`config.mk`:
```
export PLATFORM = sky130hd
export DESIGN_NAME = arithmetic_inverse_div
export DESIGN_NICKNAME = d
export VERILOG_FILES = /design/src/rtl/arithmetic_inverse_div.sv
export SDC_FILE = /design/constraint.sdc
export NUM_CORES = 1
export LEC_CHECK = 0
export CAP_MARGIN = 20
export CORE_MARGIN = 3
export CORE_UTILIZATION = 55
export DETAILED_ROUTE_END_ITERATION = 10
export HOLD_SLACK_MARGIN = 0.03
export PLACE_DENSITY_LB_ADDON = 0.1
export SLEW_MARGIN = 5
export SYNTH_ARGS = -nofsm -noshare
export SYNTH_HDL_FRONTEND = slang
export SYNTH_SLANG_ARGS = --single-unit
```
`constraint.sdc`:
```
create_clock -name clk -period 5.3 [get_ports clk]
set_input_delay 1.325 -clock clk [delete_from_list [all_inputs] [get_ports clk]]
set_output_delay 1.325 -clock clk [all_outputs]
set_load 0.1 [all_outputs]
```
`src/rtl/arithmetic_inverse_div.sv`:
```
// Recovers S = (Y - D) / C and the remainder using a multi-cycle restoring divider
// behind valid/ready handshakes. Optional `exact` output enabled by ARITH_INV_EXACT_EN.
module arithmetic_inverse_div #(
  parameter int DATA_W = 16,
  parameter int OP_W   = 8
) (
  input  logic              clk,
  input  logic              rst,
  input  logic              in_valid,
  output logic              in_ready,
  input  logic [DATA_W-1:0] Y,
  input  logic [OP_W-1:0]   C,
  input  logic [OP_W-1:0]   D,
  output logic              out_valid,
  input  logic              out_ready,
  output logic [DATA_W-1:0] quot,
  output logic [DATA_W-1:0] rem,
  output logic              q_ovf,
  output logic [1:0]        err
`ifdef ARITH_INV_EXACT_EN
  ,
  output logic              exact
`endif
);

  localparam int CNT_W = (DATA_W > 1) ? $clog2(DATA_W) : 1;

  typedef enum logic [1:0] {IDLE, PREP, DIV, DONE} state_t;
  state_t state, state_nxt;

  logic [DATA_W-1:0] y_r;
  logic [OP_W-1:0]   c_r, d_r;
  logic [DATA_W-1:0] dvd, qacc, prem;
  logic [CNT_W-1:0]  cnt;

  logic [DATA_W:0]   diff;
  logic              underflow, div_zero;
  logic [DATA_W:0]   shifted, divisor, trial, prem_nxt;
  logic              qbit;
  logic [DATA_W-1:0] quot_fin;

  logic              load_out;
  logic [DATA_W-1:0] quot_nxt, rem_nxt;
  logic              q_ovf_nxt;
  logic [1:0]        err_nxt;
  logic [1:0]        unused_bits;

  assign in_ready  = (state == IDLE);
  assign out_valid = (state == DONE);

  assign diff      = {1'b0, y_r} - {{(DATA_W+1-OP_W){1'b0}}, d_r};
  assign underflow = diff[DATA_W];
  assign div_zero  = (c_r == '0);

  // One restoring step: bring in the next dividend bit and subtract if it fits.
  assign shifted  = {prem, dvd[DATA_W-1]};
  assign divisor  = {{(DATA_W+1-OP_W){1'b0}}, c_r};
  assign qbit     = (shifted >= divisor);
  assign trial    = shifted - divisor;
  assign prem_nxt = qbit ? trial : shifted;
  assign quot_fin = {qacc[DATA_W-2:0], qbit};

  // Partial remainder stays below C, so these top bits are always zero.
  assign unused_bits = {prem_nxt[DATA_W], qacc[DATA_W-1]};

  always_ff @(posedge clk or posedge rst) begin
    if (rst) state <= IDLE;
    else     state <= state_nxt;
  end

  always_comb begin
    state_nxt = state;
    load_out  = 1'b0;
    quot_nxt  = '0;
    rem_nxt   = '0;
    q_ovf_nxt = 1'b0;
    err_nxt   = 2'b00;
    case (state)
      IDLE: if (in_valid) state_nxt = PREP;
      PREP: begin
        if (underflow) begin
          state_nxt = DONE;
          load_out  = 1'b1;
          err_nxt   = 2'b10;
        end else if (div_zero) begin
          state_nxt = DONE;
          load_out  = 1'b1;
          err_nxt   = 2'b01;
          quot_nxt  = '1;
          rem_nxt   = diff[DATA_W-1:0];
          q_ovf_nxt = 1'b1;
        end else begin
          state_nxt = DIV;
        end
      end
      DIV: begin
        if (cnt == '0) begin
          state_nxt = DONE;
          load_out  = 1'b1;
          quot_nxt  = quot_fin;
          rem_nxt   = prem_nxt[DATA_W-1:0];
          q_ovf_nxt = |quot_fin[DATA_W-1:OP_W];
        end
      end
      DONE: if (out_ready) state_nxt = IDLE;
      default: state_nxt = IDLE;
    endcase
  end

  always_ff @(posedge clk or posedge rst) begin
    if (rst) begin
      y_r   <= '0;
      c_r   <= '0;
      d_r   <= '0;
      dvd   <= '0;
      qacc  <= '0;
      prem  <= '0;
      cnt   <= '0;
      quot  <= '0;
      rem   <= '0;
      q_ovf <= 1'b0;
      err   <= 2'b00;
`ifdef ARITH_INV_EXACT_EN
      exact <= 1'b0;
`endif
    end else begin
      case (state)
        IDLE: begin
          if (in_valid) begin
            y_r <= Y;
            c_r <= C;
            d_r <= D;
          end
        end
        PREP: begin
          dvd  <= diff[DATA_W-1:0];
          prem <= '0;
          qacc <= '0;
          cnt  <= CNT_W'(DATA_W-1);
        end
        DIV: begin
          dvd  <= {dvd[DATA_W-2:0], 1'b0};
          prem <= prem_nxt[DATA_W-1:0];
          qacc <= quot_fin;
          cnt  <= cnt - 1'b1;
        end
        default: ;
      endcase
      if (load_out) begin
        quot  <= quot_nxt;
        rem   <= rem_nxt;
        q_ovf <= q_ovf_nxt;
        err   <= err_nxt;
`ifdef ARITH_INV_EXACT_EN
        exact <= (err_nxt == 2'b00) && (rem_nxt == '0) && !q_ovf_nxt;
`endif
      end
    end
  end

endmodule

```
==> out/summary.txt, run 1 <==
Final hold vios: 0
Core Area: 10940 um2
Status: finished clean
CP Data Required Time: 3.97 ns
Final setup viols: 0
Fin crit period: 3.617 ns
Row cnt: 38
Post-CTS Hold Buffers: 0
Detailed Route Iter0 Violations: 419
Syn Inst Count: 629
CTS Buf Count: 17
Initial Utilization: 56.77%
Max-cap violations: 0
Via-to-Cell Ratio: 5.652
Pins Over Slew Limit: 0
CTS Sinks: 120
Critical path class: reg2out
CP Data Arrival Time: 2.29 ns
Leak: 0.003313 uW
Area Growth Syn to Fin: 22.89%
Syn_nets: 689
First-pass GRT wire length: 23880 um
Routing usage on met1: 31.91%
Die area: 12600 um2
Critical Path Sink Type: primary output
1st-pass router iterations: 5
Worst-Margin Slew: 0.9910 ns
Detailed placement HPWL: 10050 um
Die H: 112.2 um
Sequential cell area: 3003 um2
Setup TNS: 0 ns
Synth cell types: 56
Maximum VDD drop: 0.4876 mV
Synth warn: 0
IO buf count: 72
# IOs: 73
Clock Tree Root: clkbuf_16
Remaining DRCs: 0
Number of synthesized flops with an enable pin: 0
Psw: 2351 uW
Most frequent cells in the layout: dfrtp_1, clkdlybuf4s50_1, inv_1
Hold WC Path Type: reg2reg
Ys async rst share: 100.0%
Global route hottest layer: met2
Met3 usage: 4.798%
Clock buffer depth: 2
Startpoint types: flop
Avg Synthesized Cell Area: 9.870 um2
Comb pwr share: 51.6%
Final Skew: 0.009097 ns
Non-Filler Instances: 851
Post-CTS Resized: 0
Crit share post-route: 68.24%
Multi-input logic area: 2805 um2
Fmax: 276.5 MHz
Synth Register Bits: 120
Drt total wl: 14180 um
Filler instances: 855
Power Density: 688.6 nW/um2
Final hold slack: 0.4763 ns
Largest stage delay on the critical path: 1.14 ns
Post-synthesis cell area: 6208 um2
CP max stage cell: clkdlybuf4s50_1
Clk slew on worst S/H paths: 0.05 ns
Number of global-route vias before repair: 4807
Crit-path cells: inv_1 > ha_2 > clkdlybuf4s50_1
Commonest non-fill, non-tap cell in the layout: dfrtp_1
WL per Instance: 16.66 um
H-tree levels: 4
GRT Resource Usage Total: 23.73%
Layout Nets: 758
Overflow after GRT: 0
Clk pwr share: 21.4%
Die span in x: 112.2 um
Post-synth top flop: dfrtp_1
CTS tree: yes
Worst Path Max Fanout: 5
Vias: 4810
Worst skew pair latency: 0.41 ns
Layout cells sized above 1: 12.80%
Seq pwr share: 27.0%
GRT met2 Usage: 39.57%
Sw Share: 44.74%
Internal power: 2904 uW
Routability Congestion: 0.8817
ANT cells: 0
Largest net degree at the start of global routing: 69
Max transition margin: 33.73%
Unrepaired setup endpoints after global routing: no
Antenna-violating nets left: 0
Antenna violations before repair: 0
Cells after DPL: 818
Register area share after synthesis: 48.37%
Post-CTS setup buffers: 0
==> metal layers <==
layer  wire (um)  up-vias  part of all wire, %
met4         154        0                  1.1
met3         713       11                  5.0
met1        6290     2340                   44
met5           0        -                    0
met2        7018      119                   50
li1            -     2340                    -
==> sequential cells by signal, summed over array words and instances (netlist names) <==
signal and flops:
qacc 15, y_r 16, err 2, prem 16, cnt 4, quot 16
dvd 16, q_ovf 1, rem 16, state 2, d_r 8, c_r 8
==> worst max-delay path: cells and delay by family, from the launching register on <==
kind,cells,cell delay [ns]
buffers and inverters,2,1.24
flip-flops,1,0.42
adder cells (fa/ha/maj),1,0.22
==> through the flow <==
step / power [uW] / setup WS (ns) / area (um2) / utilization, %
after floorplan: 3514 / 0.7892 / 6208 / -
after global placement: 4023 / 1.960 / 7007 / 64.07
after detailed placement: 4115 / 1.850 / 7034 / 64.32
after CTS: 5266 / 1.667 / 7615 / 69.63
after global routing: 5610 / 1.601 / 7630 / 69.77
final: 5254 / 1.683 / 7630 / 69.77
==> synthesized netlist by cell type (all sizes together) (18+ instances only) <==
cell / number / share of area, %
a21oi: 43 / 3.5
inv: 64 / 3.9
nor2: 38 / 2.3
o22ai: 22 / 2.2
nand3: 19 / 1.5
o21ai: 54 / 4.4
dfrtp: 120 / 48
ha: 22 / 4.4
buf: 18 / 2.0
mux2: 35 / 6.3
nand2: 51 / 3.1
==> layout make-up <==
type / count / share of cell area (%)
Sequential cell: 120 / 39.36
Clock buffer: 17 / 5.576
Inverter: 64 / 3.181
Clock inverter: 15 / 2.033
Tap cell: 140 / 2.296
Timing Repair Buffer: 82 / 10.79
Multi-Input combinational cell: 413 / 36.77
==> power groups by stage <==
stage | Clock [uW] | Sequential (uW) | Combinational, uW
2_1_floorplan | 0 | 1670 | 1840
3_3_place_gp | 0 | 1420 | 2610
3_5_place_dp | 0 | 1430 | 2690
4_1_cts | 1140 | 1420 | 2710
5_1_grt | 1180 | 1460 | 2970
6_report | 1120 | 1420 | 2710
==> path summary, 6_finish.rpt <==
check	endpoint	startpoint	cells after the start	slack, ns
max	in_ready	state[0]	3	1.68
min	rem[0]	rem[0]	2	0.48
max reg2reg	rem[2]	y_r[0]	11	1.85
min reg2reg	rem[0]	rem[0]	2	0.48
max in group asynchronous	dvd[5]	rst	3	2.99
min in group asynchronous	qacc[13]	rst	2	1.43
==> cells by family (layout without fill, tap and decap cells) <==
kind of cell / count (synthesis) / after routing / synth area share (%)
and+or+nand+nor: 153 / 153 / 11.83
xor gates and xnor gates: 23 / 23 / 3.245
muxes: 44 / 44 / 7.799
buffers and inverters: 96 / 178 / 6.711
AOI/OAI and AO/OA: 169 / 169 / 16.97
adders and majority gates: 24 / 24 / 5.079
DFF: 120 / 120 / 48.37
No activity file was read; power rests on OpenSTA's default activity.
==> run 2, diff against run 1 <==
--- a/config.mk
+++ b/config.mk
@@ -7,7 +7,7 @@
 export LEC_CHECK = 0
 export CAP_MARGIN = 20
 export CORE_MARGIN = 3
-export CORE_UTILIZATION = 55
+export CORE_UTILIZATION = 51
 export DETAILED_ROUTE_END_ITERATION = 10
 export HOLD_SLACK_MARGIN = 0.03
 export PLACE_DENSITY_LB_ADDON = 0.1
==> constraint.sdc (replaced) <==
create_clock -name clk -period 3.2 [get_ports clk]
set_input_delay 0.8 -clock clk [delete_from_list [all_inputs] [get_ports clk]]
set_output_delay 0.8 -clock clk [all_outputs]
set_load 0.1 [all_outputs]
==> out/summary.txt, run 2 (synthesis gave the netlist of run 1 again) <==
Worst R2R Setup Slack: 0.21 ns (was 1.85 ns)
Startpoint types: flop (unchanged)
Worst Path Max Fanout: 6 (was 5)
1st-pass router iterations: 5 (unchanged)
Core Area: 11660 um2 (was 10940 um2)
Vias: 4883 (was 4810)
Setup TNS: 0 ns (unchanged)
Unrepaired setup endpoints after global routing: no (unchanged)
Row cnt: 39 (was 38)
Clk pwr share: 24.5% (was 21.4%)
R2r startpoint: y_r[0] (unchanged)
Drt total wl: 14490 um (was 14180 um)
Routability Congestion: 0.8769 (was 0.8817)
Clock Tree Root: clkbuf_16 (unchanged)
Largest net degree at the start of global routing: 121 (was 69)
GRT Resource Usage Total: 23.00% (was 23.73%)
Antenna violations before repair: 0 (unchanged)
Hold Path Depth: 2 (unchanged)
Pins Over Slew Limit: 0 (unchanged)
Worst skew pair latency: 0.42 ns (was 0.41 ns)
Layout Nets: 762 (was 758)
Area Growth Syn to Fin: 23.98% (was 22.89%)
Layout cells sized above 1: 18.35% (was 12.80%)
Post-Route Utilization: 66.00% (was 69.77%)
Comb pwr share: 49.8% (was 51.6%)
Multi-input logic area: 2813 um2 (was 2805 um2)
# IOs: 73 (unchanged)
WL per Instance: 16.91 um (was 16.66 um)
Post-CTS setup buffers: 0 (unchanged)
Critical path class: reg2reg (was reg2out)
Antenna-violating nets left: 0 (unchanged)
Commonest non-fill, non-tap cell in the layout: dfrtp_1 (unchanged)
Die H: 116.3 um (was 112.2 um)
Seq pwr share: 25.7% (was 27.0%)
Internal power: 5279 uW (was 2904 uW)
Hold Path End: quot[4] (was rem[0])
Worst-Margin Slew: 0.8661 ns (was 0.9910 ns)
First-pass GRT wire length: 24210 um (was 23880 um)
Crit share post-route: 93.57%
Hold Path Origin: quot[4] (was rem[0])
Hold WC Path Type: reg2reg (unchanged)
Max transition margin: 42.05% (was 33.73%)
Critical Path Sink Type: flop (was primary output)
Detailed placement HPWL: 10100 um (was 10050 um)
Final Skew: 0.004390 ns (was 0.009097 ns)
CTS tree: yes (unchanged)
Sequential cell area: 3003 um2 (unchanged)
Detailed Route Iter0 Violations: 383 (was 419)
Via-to-Cell Ratio: 5.698 (was 5.652)
Initial Utilization: 53.23% (was 56.77%)
Worst r2r dst: rem[0] (was rem[2])
Clk slew on worst S/H paths: 0.05 ns (about the same)
FF-to-FF path depth: 11 (unchanged)
Final setup viols: 0 (unchanged)
Die area: 13530 um2 (was 12600 um2)
Sw Share: 42.28% (was 44.74%)
CTS Buf Count: 17 (unchanged)
IO buf count: 72 (unchanged)
Fmax: 334.0 MHz
Psw: 3866 uW (was 2351 uW)
H-tree levels: 4 (unchanged)
Fin crit period: 2.994 ns
CP Data Required Time: 3.49 ns (was 3.97 ns)
Most frequent cells in the layout: dfrtp_1, inv_1, o21ai_0 (was dfrtp_1, clkdlybuf4s50_1, inv_1)
Filler instances: 906 (was 855)
Clock buffer depth: 2 (unchanged)
ANT cells: 0 (unchanged)
Max-cap violations: 0 (unchanged)
CP Data Arrival Time: 3.28 ns (was 2.29 ns)
Power Density: 1188 nW/um2 (was 688.6 nW/um2)
Leak: 0.003482 uW (was 0.003313 uW)
Die span in x: 116.3 um (was 112.2 um)
Maximum VDD drop: 0.7413 mV (was 0.4876 mV)
Number of global-route vias before repair: 4913 (was 4807)
Status: finished clean (unchanged)
Overflow after GRT: 0 (unchanged)
Remaining DRCs: 0 (unchanged)
Final hold vios: 0 (unchanged)
CTS Sinks: 120 (unchanged)
-- run 2: worst max-delay path by stage --
stage	from	endpoint	slack (ns)	cells after the start
global route	y_r[0]	rem[0]	0.02	11
detailed placement	y_r[0]	rem[8]	0.08	12
finish	y_r[0]	rem[0]	0.21	11
floorplan	y_r[0]	rem[10]	0.47	14
CTS	y_r[0]	rem[2]	0.04	11
global placement	y_r[0]	rem[2]	0.16	11
-- run 2: what timing repair did --
| action | in CTS | in global routing |
|---|---|---|
| hold buffers | 0 | 0 |
| endpoints found under the setup margin | 0 | 22 |
| gates resized for setup | 0 | 3 |
-- run 2: through the flow --
step / total power, uW / setup slack (ns) / area, um2 / instances / hold WS, ns
3_5_place_dp: 6860 / 0.08349 / 6989 / 826 / 0.4721
3_3_place_gp: 6772 / 0.1641 / 6989 / 826 / 0.4633
6_report: 9145 / 0.2058 / 7697 / 857 / 0.4788
4_1_cts: 9162 / 0.03623 / 7686 / 857 / 0.4839
2_1_floorplan: 5821 / 0.4700 / 6212 / 629 / 0.4621
5_1_grt: 9743 / 0.01688 / 7697 / 857 / 0.4951
-- run 2: per-layer routing --
metal | GRT usage [%] | up-vias | share of wire (%)
met2 | 36.19 | 141 | 47
met1 | 30.24 | 2358 | 45
met3 | 5.544 | 39 | 5.0
met4 | 10.52 | 0 | 3.1
li1 | - | 2345 | -
met5 | 0 | - | 0
-- run 2: final cells by class --
type	instances	share of cell area (%)
flip-flops and latches	120	39.01
well taps	143	2.324
multi-input cells	413	36.54
repair buffers	86	9.899
clock inverters	7	2.406
inverters	64	3.170
clock buffers	24	6.648
-- run 2: power by group through the flow --
stage               registers [uW]  logic [uW]  clock network, uW
global route                  2410        4990               2340
detailed placement            2360        4500                  0
floorplan                     2770        3050                  0
global placement              2340        4430                  0
CTS                           2350        4540               2270
finish                        2350        4560               2240
-- run 2: worst max-delay path: stages (launching register included) --
cell and delay, ns:
dfrtp_1 0.37, inv_1 0.06, ha_1 0.15, inv_1 0.05
fa_1 0.42, a211oi_1 0.20, o21ai_0 0.16, o31a_1 0.39
buf_4 0.20, o41ai_4 0.38, a2bb2oi_1 0.35, o21ai_0 0.12
